### src/rtl/wb_arb_pkg.sv
// wb_arb_pkg: shared widths, grant source encoding and request record for the write-back arbiter.
package wb_arb_pkg;
  localparam int DATA_W_DEF = 32;
  localparam int ADDR_W_DEF = 5;
  typedef enum logic [1:0] {SRC_NONE, SRC_MEM, SRC_EX} src_t;
  typedef struct packed {
    logic [ADDR_W_DEF-1:0] rd;
    logic [DATA_W_DEF-1:0] data;
  } wb_req_t;
endpackage

### src/rtl/wb_hold_slot.sv
// wb_hold_slot: 1-deep request holding register; can drain and refill on the same edge.
module wb_hold_slot
  import wb_arb_pkg::*;
#(
  parameter int W = ADDR_W_DEF + DATA_W_DEF
) (
  input  logic         i_clk,
  input  logic         i_rst_n,
  input  logic         i_flush,
  input  logic         i_valid,
  input  logic [W-1:0] i_req,
  input  logic         i_drain,
  output logic         o_ready,
  output logic         o_full,
  output logic [W-1:0] o_req
);
  logic         r_full;
  logic [W-1:0] r_req;

  assign o_ready = !i_flush && (!r_full || i_drain);
  assign o_full  = r_full;
  assign o_req   = r_req;

  always_ff @(posedge i_clk or negedge i_rst_n) begin
    if (!i_rst_n) begin
      r_full <= 1'b0;
      r_req  <= '0;
    end else if (i_flush) begin
      r_full <= 1'b0;
    end else if (i_valid && o_ready) begin
      r_full <= 1'b1;
      r_req  <= i_req;
    end else if (i_drain) begin
      r_full <= 1'b0;
    end
  end
endmodule

### src/rtl/wb_port_arbiter.sv
// wb_port_arbiter: shares the register-file write port between MEM and EX (MEM first,
// EX forced through after STARVE_LIMIT consecutive losses) and publishes a pending-write bitmap.
module wb_port_arbiter
  import wb_arb_pkg::*;
#(
  parameter int DATA_W       = DATA_W_DEF,
  parameter int ADDR_W       = ADDR_W_DEF,
  parameter int NREGS        = 32,
  parameter int STARVE_LIMIT = 4
) (
  input  logic              i_clk,
  input  logic              i_rst_n,
  input  logic              i_flush,
  input  logic              i_mem_valid,
  output logic              o_mem_ready,
  input  logic [ADDR_W-1:0] i_mem_rd,
  input  logic [DATA_W-1:0] i_mem_data,
  input  logic              i_ex_valid,
  output logic              o_ex_ready,
  input  logic [ADDR_W-1:0] i_ex_rd,
  input  logic [DATA_W-1:0] i_ex_data,
  output logic              o_wr_en,
  output logic [ADDR_W-1:0] o_wr_addr,
  output logic [DATA_W-1:0] o_wr_data,
  output logic [NREGS-1:0]  o_busy
);
  localparam int W  = ADDR_W + DATA_W;
  localparam int CW = $clog2(STARVE_LIMIT + 1);

  logic              w_mem_full, w_ex_full, w_starved;
  logic [W-1:0]      w_mem_q, w_ex_q;
  logic [ADDR_W-1:0] w_mem_rd, w_ex_rd, w_sel_rd, r_last_addr;
  logic [DATA_W-1:0] w_mem_data, w_ex_data, w_sel_data, r_last_data;
  logic [NREGS-1:0]  w_mem_oh, w_ex_oh, w_oh;
  logic [CW-1:0]     r_starve;
  src_t              w_grant;

  wb_hold_slot #(.W(W)) u_mem_slot (
    .i_clk(i_clk), .i_rst_n(i_rst_n), .i_flush(i_flush),
    .i_valid(i_mem_valid), .i_req({i_mem_rd, i_mem_data}),
    .i_drain(w_grant == SRC_MEM), .o_ready(o_mem_ready),
    .o_full(w_mem_full), .o_req(w_mem_q)
  );

  wb_hold_slot #(.W(W)) u_ex_slot (
    .i_clk(i_clk), .i_rst_n(i_rst_n), .i_flush(i_flush),
    .i_valid(i_ex_valid), .i_req({i_ex_rd, i_ex_data}),
    .i_drain(w_grant == SRC_EX), .o_ready(o_ex_ready),
    .o_full(w_ex_full), .o_req(w_ex_q)
  );

  assign {w_mem_rd, w_mem_data} = w_mem_q;
  assign {w_ex_rd, w_ex_data}   = w_ex_q;

  // Same-rd pairs never let EX jump ahead, so the older MEM value cannot overwrite it.
  assign w_starved = (r_starve == CW'(STARVE_LIMIT)) && (w_mem_rd != w_ex_rd);
  assign w_grant   = (w_mem_full && w_ex_full) ? (w_starved ? SRC_EX : SRC_MEM) :
                     w_mem_full ? SRC_MEM : w_ex_full ? SRC_EX : SRC_NONE;

  assign w_sel_rd   = (w_grant == SRC_EX) ? w_ex_rd : w_mem_rd;
  assign w_sel_data = (w_grant == SRC_EX) ? w_ex_data : w_mem_data;
  assign o_wr_en    = (w_grant != SRC_NONE) && !i_flush && (w_sel_rd != '0);
  assign o_wr_addr  = (w_grant == SRC_NONE) ? r_last_addr : w_sel_rd;
  assign o_wr_data  = (w_grant == SRC_NONE) ? r_last_data : w_sel_data;

  // Shifting past NREGS drops the bit, so out-of-range indices never flag busy.
  assign w_mem_oh = {{(NREGS-1){1'b0}}, w_mem_full} << w_mem_rd;
  assign w_ex_oh  = {{(NREGS-1){1'b0}}, w_ex_full} << w_ex_rd;
  assign w_oh     = w_mem_oh | w_ex_oh;
  assign o_busy   = {w_oh[NREGS-1:1], 1'b0};

  always_ff @(posedge i_clk or negedge i_rst_n) begin
    if (!i_rst_n) begin
      r_starve    <= '0;
      r_last_addr <= '0;
      r_last_data <= '0;
    end else begin
      r_starve <= (i_flush || !w_ex_full || w_grant == SRC_EX) ? '0 :
                  (r_starve == CW'(STARVE_LIMIT)) ? r_starve : r_starve + 1'b1;
      if (o_wr_en) begin
        r_last_addr <= w_sel_rd;
        r_last_data <= w_sel_data;
      end
    end
  end
endmodule
### config.mk
export PLATFORM = sky130hd
export DESIGN_NAME = wb_port_arbiter
export DESIGN_NICKNAME = d
export VERILOG_FILES = /design/src/rtl/wb_arb_pkg.sv /design/src/rtl/wb_hold_slot.sv /design/src/rtl/wb_port_arbiter.sv
export SDC_FILE = /design/constraint.sdc
export NUM_CORES = 1
export LEC_CHECK = 0
export CAP_MARGIN = 0
export CORE_UTILIZATION = 51
export CTS_BUF_LIST = sky130_fd_sc_hd__clkbuf_4 sky130_fd_sc_hd__clkbuf_8
export DETAILED_ROUTE_END_ITERATION = 8
export PLACE_DENSITY = 0.85
export SLEW_MARGIN = 10
export SYNTH_ARGS = -nofsm -noshare
export SYNTH_HDL_FRONTEND = slang
export SYNTH_SLANG_ARGS = --single-unit
### constraint.sdc
create_clock -name i_clk -period 2.9 [get_ports i_clk]
set_input_delay 0.58 -clock i_clk [delete_from_list [all_inputs] [get_ports i_clk]]
set_output_delay 0.58 -clock i_clk [all_outputs]
set_load 0.01 [all_outputs]
* Word level (Yosys, flattened, before mapping)
Cells that the tools add are included.
** Word-level totals
- Register bits after elaboration :: 116
** Operators by class
- $add $sub $neg :: 1
- Eq/ne operators :: 5
- Shifts and indexed selects :: 2
- Muxes and demuxes :: 16
- Bitwise gates (word level) :: 2
- Reduce and logical (&&, ||, !) cells :: 22
** Operators by type and width (number)
- two-way mux 32 bit :: 2
- left shift 1 x 5 -> 32 bit :: 2
- bitwise OR 32 bit :: 1
- two-way mux 5 bit :: 2
- logical AND 1 bit :: 8
- two-way mux 2 bit :: 4
- two-way mux 1 bit :: 6
- two-way mux 3 bit :: 2
- nonzero test 3 bit :: 2
- inequality test 5 bit :: 1
- nonzero test 5 bit :: 1
- logical OR 1 bit :: 4
- AND reduction 2 bit :: 2
- adder 3 x 1 -> 3 bit, second input constant :: 1
- == test 3 bit, second input constant :: 1
- zero test 1 bit :: 3
- == test 2 x 1 -> 1 bit, second input constant :: 1
- == test 2 bit, second input constant :: 1
- zero test 2 bit :: 1
- inequality test 2 bit, second input constant :: 1
- nonzero test 2 bit :: 1
- NOT 1 bit :: 1

* Logic depth before layout (Yosys ltp)
Gate-level depths: netlist of run 1.
- Depth in word-level cells :: 10
- Gate-level depth with buffers :: 12
- Gate-level depth less buffers :: 8

* Modules after synthesis
A second synthesis of run 1 with hierarchy kept.
** Second synthesis, totals
- Cell total of the unflattened synthesis :: 541
- Area, all modules :: 6289.8 µm²
** By module, submodules not included
- wb_hold_slot :: instances 2, cells each 84, area an instance 1589.0 µm², seq. area each 950.9 µm²
- wb_port_arbiter :: instances 1, cells each 373, area an instance 3111.7 µm², seq. area each 1001.0 µm²

* Worst setup path after synthesis of run 1
Ideal clock, no wire load.
- Path type :: register to output
- From :: register r_starve[0]
- To :: output port o_wr_en
- Data arrival time :: 2.119 ns
- Required time :: 2.320 ns
- Path slack :: 0.201 ns
- Cell stages (with the launch flop) :: 12
- Buffers on the path :: 4
- Cell sequence :: dfrtp_1 -> inv_1 -> ha_1 -> nand2_2 -> a21bo_1 -> buf_6 -> a31o_1 -> buf_6 -> mux2_4 -> a21oi_2 -> buf_6 -> buf_12
** On the way
- Word-level cells in the longest chain between the ends :: 8
- Elaborated cells between the ends (all ways) :: 10
- Those cells by class :: 2 x eq/ne; 3 x mux; 5 x reduce/logical
** Ends and longest elaborated chain
- from (decl) :: RTL line wb_port_arbiter.sv:35 : logic [CW-1:0] r_starve;
- from (signal assigned) :: RTL line wb_port_arbiter.sv:78 : r_starve <= (i_flush || !w_ex_full || w_grant == SRC_EX) ? '0 :
- == test 3 bit * :: RTL line wb_port_arbiter.sv:56 : assign w_starved = (r_starve == CW'(STARVE_LIMIT)) && (w_mem_rd != w_ex_rd);
- logical AND 1 bit * :: RTL line wb_port_arbiter.sv:56
- two-way mux 2 bit * (2 in series) :: RTL line wb_port_arbiter.sv:57 : assign w_grant = (w_mem_full && w_ex_full) ? (w_starved ? SRC_EX : SRC_MEM) :
- == test 2 bit :: RTL line wb_port_arbiter.sv:60 : assign w_sel_rd = (w_grant == SRC_EX) ? w_ex_rd : w_mem_rd;
- two-way mux 5 bit :: RTL line wb_port_arbiter.sv:60
- nonzero test 5 bit :: RTL line wb_port_arbiter.sv:62 : assign o_wr_en = (w_grant != SRC_NONE) && !i_flush && (w_sel_rd != '0);
- logical AND 1 bit * :: RTL line wb_port_arbiter.sv:62
- to (decl) :: RTL line wb_port_arbiter.sv:22 : output logic o_wr_en,
Every way passes the cells marked *; elsewhere a longest branch is shown, timed or not.

* Worst setup path in the final report of run 1
- From :: register u_ex_slot.r_req[32], in the netlist u_ex_slot.o_req[32]
- To :: output port o_wr_data[20]
** On the way
- Word-level cells in the longest chain between the ends :: 7
- Elaborated cells between the ends (all ways) :: 8
- Those cells by class :: 2 x eq/ne; 4 x mux; 2 x reduce/logical
** Ends and longest elaborated chain
- from (decl) :: RTL line wb_hold_slot.sv:18 : logic [W-1:0] r_req;
- from (signal assigned) :: RTL line wb_hold_slot.sv:32 : r_req <= i_req;
- inequality test 5 bit * :: RTL line wb_port_arbiter.sv:56
- logical AND 1 bit * :: RTL line wb_port_arbiter.sv:56
- two-way mux 2 bit * (2 in series) :: RTL line wb_port_arbiter.sv:57
- == test 2 bit :: RTL line wb_port_arbiter.sv:61 : assign w_sel_data = (w_grant == SRC_EX) ? w_ex_data : w_mem_data;
- two-way mux 32 bit :: RTL line wb_port_arbiter.sv:61
- two-way mux 32 bit * :: RTL line wb_port_arbiter.sv:64 : assign o_wr_data = (w_grant == SRC_NONE) ? r_last_data : w_sel_data;
- to (decl) :: RTL line wb_port_arbiter.sv:24 : output logic [DATA_W-1:0] o_wr_data,
Marked as above.

==> results of run 1 <==
[critical path, stage by stage (launching register included)]
cell     delay, ns
dfrtp_1       0.40
xor2_1        0.18
nor3_2        0.24
a31o_4        0.31
buf_12        0.21
mux2i_1       0.28
a21oi_1       0.13
buf_2         0.16
[final cells by class]
class | count | area (sq um) | share of cell area
Clock buffer | 19 | 255.2 | 0.03084
Clock inverter | 13 | 158.9 | 0.01920
Inverter | 38 | 142.6 | 0.01724
Multi-Input combinational cell | 331 | 2929 | 0.3539
Sequential cell | 116 | 2904 | 0.3509
Tap cell | 140 | 175.2 | 0.02117
Timing Repair Buffer | 186 | 1710 | 0.2067
[path summary, 6_finish.rpt]
kind / from / to / cells after the start
setup / recovery: u_ex_slot.o_req[32] / o_wr_data[20] / 7
hold / removal: i_rst_n / u_ex_slot.o_req[24] / 1
setup reg to reg: r_starve[1] / r_last_data[11] / 9
hold reg to reg: u_ex_slot.o_req[20] / u_ex_slot.o_req[20] / 1
max in group asynchronous: i_rst_n / u_ex_slot.o_req[16] / 2
min in group i_clk: u_ex_slot.o_req[20] / u_ex_slot.o_req[20] / 1
[per-stage QoR]
stage	cells	hold WS, ns	cell area, sq um	utilization	setup WS (ns)
after detailed placement	800	0.4764	7533	0.6830	-0.006022
after global placement	800	0.4673	7533	0.6830	0.03312
after CTS	839	0.2278	8051	0.7299	0.001014
after floorplan	525	0.2844	5864	-	0.2006
final	843	0.2016	8275	0.7502	-0.02105
after global routing	843	0.2429	8275	0.7502	-0.1195
[power by group]
group | total [W] | leakage, nW | switching, W | internal (W)
clock network | 0.00155 | 0.193 | 0.000678 | 0.000876
logic | 0.00155 | 2.03 | 0.000795 | 0.000756
registers | 0.00223 | 1.37 | 0.000263 | 0.00197
[sequential cells by signal, summed over array words and instances, names as in the netlist]
| signal | cells |
|---|---|
| r_last_data | 32 |
| r_last_addr | 5 |
| u_ex_slot.o_full | 1 |
| r_starve | 3 |
| u_mem_slot.o_full | 1 |
| u_ex_slot.o_req | 37 |
| u_mem_slot.o_req | 37 |
[logic make-up (layout without fill, tap and decap cells)]
| kind of cell | after synthesis | after routing | synth area share |
|---|---|---|---|
| buffers and inverters | 78 | 256 | 0.06785 |
| DFF | 116 | 116 | 0.4950 |
| xor gates and xnor gates | 6 | 6 | 0.008961 |
| adders and majority gates | 2 | 2 | 0.004266 |
| muxes | 147 | 147 | 0.2675 |
| other | 1 | 1 | 0.0006395 |
| and+or+nand+nor | 97 | 97 | 0.07873 |
| AOI/OAI and AO/OA | 78 | 78 | 0.07702 |
[synthesized netlist by cell type (3+ instances only)]
master / instances / area [sq um]
a21oi_1: 38 / 190.2
buf_12: 3 / 60.06
buf_2: 15 / 75.07
buf_4: 4 / 30.03
buf_6: 3 / 33.78
clkbuf_1: 14 / 52.55
dfrtp_1: 116 / 2903
inv_1: 38 / 142.6
mux2_1: 67 / 754.5
mux2_2: 7 / 78.83
mux2i_1: 72 / 720.7
nand2_1: 12 / 45.04
nand2b_1: 10 / 62.56
nand3_1: 7 / 35.03
nand4_1: 3 / 18.77
nor2_1: 47 / 176.4
nor2b_1: 4 / 25.02
o22ai_1: 31 / 193.9
or2_2: 4 / 25.02
xor2_1: 5 / 43.79
[metal layers]
layer  routed length, um  global-route usage  up-vias
li1                    -                   -     2148
met1                6388              0.3219     2411
met2                8671              0.4987      214
met3                 800             0.05678       55
met4                 492              0.1581        0
met5                   0                   0        -
[repair_timing]
item / 4_1_cts / 5_1_grt
setup buffers: 6 / 3
setup endpoints to repair: 42 / 48
cloned: 1 / 1
pin swaps: 16 / 13
gates resized for setup: 182 / 42
==> results.cfg, run 1 <==
[finish]
final_cell_mix = 115 x dfrtp_1, 105 x clkdlybuf4s50_1, 67 x mux2_1
num-nets-final = 771
drive_gt1_frac = 0.2489
area_growth_pct = 41.11
nFillCells = 710
final_common_cell = dfrtp_1
antenna_cells = 0

[sta]
fin_crit_ns = 2.921
finalSetupTns_ns = -0.05186
worst_pin_slew_ns = 0.7530
fin_skew_ns = 0.01181
finalSetupViolCount = 3
fin_crit_sh = 1.007
clock.fmax_mhz = 342.3
rsz0062_at_grt = true
finalWorstSetupSlack_ns = -0.02105
slew_viol_final = 0
slew-limit-headroom = 0.4980
hold_viol_final = 0

[global_routing]
grt_use_total = 0.2838
grt_pass1_vias = 4964
grt_pass1_wl_um = 25070
grt_start_max_net_pins = 56
antenna_found_initial = 0
overflow = 0

[logic_synthesis]
syn_nets = 606
avgSynthCellArea_sq_um = 11.17
ys_warn_count = 0
ys_ff_latch = 116
yosysSeqAreaShare = 0.4950
async_reset_ff_frac = 1.000
synth_edf_count = 0
synth_ff_type = dfrtp_1
netlist_area_sq_um = 5864
yosysUniqueCellTypes = 40
synth_cells = 525

[placement]
port_buffers = 149
gp_congestion = 0.9777
post-dp-hpwl_um = 10320

[clock_network]
cts_sinks = 116
cts_buffer_depth = 2
htree_levels = 4
holdBufCountCts = 0
clockRootBuffer = clkbuf_8
cts_tree = yes
path_clk_slew_ns = 0.08
insertion_delay_ns = 0.44
cts_inserted_buffers = 17

[routing]
drt-total-wl_um = 16350
drt_iter0_drc = 478
wl_per_cell_um = 19.40
first_pass_iters = 5
via_per_inst = 5.727
ant_nets = 0
vias = 4828
drc = 0

[worst_setup_path]
arrival_ns = 2.34
crit_type = register to output port
timing.reg2reg.setup_slack_ns = 0.18
end_kind = output port
worst_setup_path_start_kind = register
crit_fanout = 10
cp.required_ns = 2.32

[pwr]
powerDensity_nw_per_um2 = 644.8
vdd.ir_drop.worst_mv = 0.3618
p_total_w = 0.005336
leakagePower_nw = 3.588

[flow_run]
maxCapViolCount = 0

[floorplanning]
rows = 38
die_w_um = 109.2
die_y_um = 109.2
core-area_sq_um = 11030
dieArea_sq_um = 11930
start_util = 0.5316
io_pins = 151

[status]
outcome = finished with violations
violations = setup timing

[worst_hold_path]
hold_class = primary input to asynchronous set/reset pin
No activity file was read; power rests on OpenSTA's default activity.
==> run 2, diff against run 1 <==
CORE_MARGIN = 2   (was not set)
==> run 2 against run 1 <==
Effect of this change:
- the run still ends with setup timing left
- highest routed layer unchanged
- via count decreased by 0.12%
- critical endpoint is now o_wr_en
- clock-buffer cell count increased by 3
- sequential power about the same
- cell area increased by 1.0%
- maximum frequency increased by 0.51%
- sequential share of layout area decreased by 0.36 points
- global-route usage decreased by 3.4 points
==> results.cfg, run 2 (synthesized netlist as in run 1, its figures left out) <==
[worst_setup_path]
cp.required_ns = 2.32
end_kind = output port
crit_type = register to output port
crit_fanout = 6
worst_setup_path_start_kind = register
arrival_ns = 2.33

[clock_network]
holdBufCountCts = 0
clockRootBuffer = clkbuf_8
cts_inserted_buffers = 17
cts_tree = yes
htree_levels = 4
cts_sinks = 116
cts_buffer_depth = 2
insertion_delay_ns = 0.42
path_clk_slew_ns = 0.07

[placement]
post-dp-hpwl_um = 10140
port_buffers = 149
dp.cells = 803
placed_area_sq_um = 7550
gp_congestion = 0.9187
dp_slack_ns = 0.02161

[sta]
worst_pin_slew_ns = 0.6293
clock.fmax_mhz = 344.1
slew_viol_final = 0
finalSetupViolCount = 1
fin_crit_ns = 2.906
hold_viol_final = 0
slew-limit-headroom = 0.5805
fin_skew_ns = 0.01162
finalSetupTns_ns = -0.006362
rsz0062_at_grt = true
fin_crit_sh = 1.002
finalWorstSetupSlack_ns = -0.006362

[pwr]
powerDensity_nw_per_um2 = 647.6
leakagePower_nw = 3.646
vdd.ir_drop.worst_mv = 0.4080

[global_routing]
grt_pass1_wl_um = 24690
grt_pass1_vias = 4959
antenna_found_initial = 0
overflow = 0
grt_start_max_net_pins = 69
grt_use_total = 0.2497

[routing]
wl_per_cell_um = 18.50
drc = 0
ant_nets = 0
drt-total-wl_um = 15780
vias = 4822
first_pass_iters = 5
drt_iter0_drc = 422
via_per_inst = 5.653

[worst_hold_path]
hold_class = primary input to asynchronous set/reset pin

[finish]
drive_gt1_frac = 0.2535
area_growth_pct = 42.52
final_cell_mix = 116 x dfrtp_1, 105 x clkdlybuf4s50_1, 67 x mux2_1
num-nets-final = 778
antenna_cells = 0
final_cells = 853
final_common_cell = dfrtp_1
final_area_sq_um = 8358
final_core_utilization = 0.7383

[floorplanning]
core-area_sq_um = 11320
dieArea_sq_um = 12370
die_w_um = 111.2
start_util = 0.5180
io_pins = 151
rows = 39
die_y_um = 111.2

[status]
violations = setup timing
outcome = finished with violations

[flow_run]
maxCapViolCount = 0
==> run 2: changes by cell type in the layout (fill, tap and decap cells not counted), sizes merged <==
cell	previous run	this run
bufinv	3	4
dlymetal6s2s	5	4
dlygate4sd2	3	4
buf	71	76
clkbuf	21	26
clkinv	4	5
clkinvlp	6	1
==> run 2: layer usage <==
| layer | global-route usage | up-vias | share of wire |
|---|---|---|---|
| li1 | - | 2165 | - |
| met1 | 0.3099 | 2405 | 0.41 |
| met2 | 0.4220 | 218 | 0.51 |
| met3 | 0.06178 | 34 | 0.058 |
| met4 | 0.09712 | 0 | 0.022 |
| met5 | 0 | - | 0 |
==> run 2: worst paths after layout <==
check                      cells after the start                   end  slack (ns)                start
setup / recovery                               7               o_wr_en      -0.006  u_ex_slot.o_req[33]
hold / removal                                 1   u_ex_slot.o_req[18]        0.17              i_rst_n
setup reg to reg                               9        r_last_data[4]        0.22  u_ex_slot.o_req[33]
hold reg to reg                                1   u_mem_slot.o_req[6]        0.49  u_mem_slot.o_req[6]
max in group asynchronous                      2  u_mem_slot.o_req[36]        1.94              i_rst_n
min in group i_clk                             1   u_mem_slot.o_req[6]        0.49  u_mem_slot.o_req[6]
==> run 2: timing repair <==
action,4_1_cts,5_1_grt
setup endpoints to repair,39,55
pin swaps,17,12
buffers inserted,3,12
resized for setup,175,42
gates cloned,1,2
==> run 2: worst max-delay path, stage by stage (launching register included) <==
cell and delay [ns]:
dfrtp_1 0.40, xor2_1 0.18, nor3_2 0.25, a31o_4 0.33
buf_4 0.16, mux2_4 0.31, a21oi_4 0.15, buf_6 0.12
==> run 2: final cells by class <==
class,count,area [sq um]
Multi-Input combinational cell,331,2914
Fill cell,759,2963
Clock buffer,22,290.3
Sequential cell,116,2903
Inverter,38,142.6
Timing Repair Buffer,193,1777
Tap cell,143,178.9
Clock inverter,10,152.6
==> run 2: per-stage QoR <==
step                hold slack (ns)  power, W
floorplan                    0.2844  0.002970
global route                 0.2029  0.005685
CTS                          0.1732  0.005302
finish                       0.1682  0.005412
global placement             0.4666  0.003604
detailed placement           0.4747  0.003672
==> run 2: where the power goes <==
| group | internal, W | switching (W) |
|---|---|---|
| sequential | 0.00197 | 0.000255 |
| combinational | 0.000777 | 0.000771 |
| clock | 0.00102 | 0.000624 |
| total | 0.00376 | 0.00165 |
==> run 3, diff against run 2 <==
ABC_AREA = 1   (was not set)
CTS_CLUSTER_SIZE = 40   (was not set)
PLACE_DENSITY = 0.84   (was 0.85)
==> run 3 against run 2 <==
Effect of this change:
- utilization grew 6.1 points
- combinational power increased by 12%
- clock-buffer cell count down 2
- maximum frequency down 6.0%
- synthesized cell count grew 34%
- the run ends with DRC, setup timing left
- die area is 3.3% higher
- total power fell by 1.3%
- highest routed layer unchanged
==> results.cfg, run 3 <==
[status]
outcome = finished with violations
violations = DRC, setup timing

[global_routing]
overflow = 0
grt_pass1_wl_um = 29320
grt_use_total = 0.2910
antenna_found_initial = 0
grt_pass1_vias = 6053
grt_start_max_net_pins = 49

[logic_synthesis]
ys_ff_latch = 116
avgSynthCellArea_sq_um = 8.627
ys_warn_count = 0
yosysSeqAreaShare = 0.4786
yosysMostFrequentCell = nand2_1
netlist_area_sq_um = 6065
async_reset_ff_frac = 1.000
yosysTopAreaCellShare = 0.4786
synth_area_leaders = dfrtp_1 48%, mux2_2 12%, nand2_1 12%
yosys-top-cells-count = 187 x nand2_1, 116 x dfrtp_1, 92 x nand3_1, 64 x mux2_2, 52 x nor2_1
synth_top_area_cell = dfrtp_1
syn_nets = 784
yosysUniqueCellTypes = 30
synth_edf_count = 0
synth_cells = 703
synth_ff_type = dfrtp_1

[placement]
dp.cells = 986
dp_slack_ns = -0.04420
port_buffers = 149
post-dp-hpwl_um = 11740
placed_area_sq_um = 7823
gp_congestion = 0.9006

[pwr]
power_frac_comb = 0.325
powerDensity_nw_per_um2 = 580.3
leakagePower_nw = 4.468
power.share.clock = 0.277
p_seq_frac = 0.399
swShare = 0.3410
vdd.ir_drop.worst_mv = 0.4067
switching_power_w = 0.001821
p_int_w = 0.003520

[routing]
ant_nets = 0
drc = 10
via_per_inst = 6.072
top_layer = met4
wl_per_cell_um = 20.45
first_pass_iters = 9
drt_iter0_drc = 714
drt-total-wl_um = 21450
wl_met3_um = 1969
met2_length_um = 11050
met1_length_um = 7417
vias = 6370

[clock_network]
cts_sinks = 116
clockRootBuffer = clkbuf_8
cts_inserted_buffers = 17
insertion_delay_ns = 0.44
cts_tree = yes
cts_buffer_depth = 2
htree_levels = 4
path_clk_slew_ns = 0.08
holdBufCountCts = 0

[worst_setup_path]
cp_top_family = simple AND/OR/NAND/NOR gates
crit_path_max_incr_delay_ns = 0.44
cp.depth = 14
crit_fanout = 8
worst-path-buf-inv = 5
crit_type = register to output port
timing.reg2reg.setup_slack_ns = 0.19
r2r-start = u_ex_slot.o_req[32]
arrival_ns = 2.51
reg2reg_to = r_last_data[28]
worst_setup_path_start_kind = register
end_kind = output port
cp.required_ns = 2.32
slowest_stage = dfrtp_1
reg2regPathDepth = 18
cp_cell_sequence = nand2_1 -> inv_1 -> nor2_1 -> nor2_1 -> nand3_2 -> nand2_2 -> nand2_4 -> buf_12 -> nand2_8 -> buf_12 -> clkbuf_16 -> nand2_2 -> a31oi_4 -> buf_6

[sta]
clock.fmax_mhz = 323.4
slew_viol_final = 0
slew-limit-headroom = 0.5874
finalWorstSetupSlack_ns = -0.1925
worst_pin_slew_ns = 0.6190
fin_skew_ns = 0.01790
fin_crit_sh = 1.066
hold_viol_final = 0
finalSetupViolCount = 29
fin_crit_ns = 3.092
rsz0062_at_grt = true

[finish]
nFillCells = 696
antenna_cells = 0
num-nets-final = 976
final-seq-area_sq_um = 2905
area_growth_pct = 51.76
final_common_cell = nand2_1
drive_gt1_frac = 0.3400
final_core_utilization = 0.7992
final_cell_mix = 161 x nand2_1, 114 x dfrtp_1, 83 x nand3_1
final_cells = 1049
multi_input_area_sq_um = 3338
final_area_sq_um = 9204

[floorplanning]
rows = 39
start_util = 0.5266
die_w_um = 113.0
io_pins = 151
dieArea_sq_um = 12780
core-area_sq_um = 11520
die_y_um = 113.0

[worst_hold_path]
hold_class = primary input to asynchronous set/reset pin

[flow_run]
maxCapViolCount = 0
==> run 3: cell count changes in the layout (fill, tap and decap cells not counted), sizes merged, moves of 7 or more <==
cell,delta
nand2,+182
nand3,+87
buf,+26
mux2i,-72
nor2,+7
a21oi,-24
nand2b,-10
dlygate4sd2,+15
dlymetal6s2s,+8
a31oi,+31
clkdlybuf4s50,-26
mux2,-11
==> run 3: through the flow <==
step           power, W  hold WS [ns]   TNS, ns
6_report       0.005341        0.1500    -2.616
2_1_floorplan  0.002815        0.2844         0
4_1_cts        0.004925        0.1492   -0.5262
5_1_grt        0.005549        0.1839    -6.003
3_5_place_dp   0.003479        0.4597  -0.07849
3_3_place_gp   0.003425        0.4543         0
==> run 3: power groups by stage <==
stage               combinational [W]  sequential, W  clock [W]
floorplan                    0.000776        0.00204          0
global placement              0.00135        0.00208          0
detailed placement            0.00139        0.00209          0
CTS                           0.00139        0.00207    0.00147
global route                  0.00185        0.00215    0.00155
finish                        0.00173        0.00213    0.00148
==> run 3: final cells by class <==
class	count	share of cell area
clock inverters	10	0.01196
flip-flops and latches	116	0.3157
repair buffers	219	0.2446
well taps	143	0.01944
inverters	37	0.01645
clock buffers	20	0.02923
multi-input cells	504	0.3627
==> run 3: worst max path at each step <==
stage                              start             to
CTS                     u_ex_slot.o_full     o_busy[12]
finish               u_ex_slot.o_req[32]  o_wr_data[19]
detailed placement           r_starve[0]   o_wr_addr[2]
global placement     u_ex_slot.o_req[32]   o_wr_addr[4]
floorplan           u_mem_slot.o_req[34]   o_wr_addr[0]
global route         u_ex_slot.o_req[32]        o_wr_en
==> run 3: kinds of logic after synthesis <==
logic type                 count (synthesis)  synth area share
and+or+nand+nor                          351            0.2470
AOI/OAI and AO/OA                         84           0.08314
DFF                                      116            0.4786
buffers and inverters                     83           0.06478
other                                      1         0.0006183
adders and majority gates                  2          0.004126
xor gates and xnor gates                   2          0.002889
muxes                                     64            0.1188
==> run 3: timing repair <==
action	4_1_cts	5_1_grt
setup buffers	21	7
cloned	2	6
resized for setup	205	147
pin swaps	30	41
endpoints found under the setup margin	61	52
endpoints found under the hold margin	0	0
==> run 3: per-layer routing <==
layer  GRT usage  up-vias
met4      0.1390        0
li1            -     2765
met5           0        -
met3     0.06160      116
met1      0.3569     3027
met2      0.4918      462
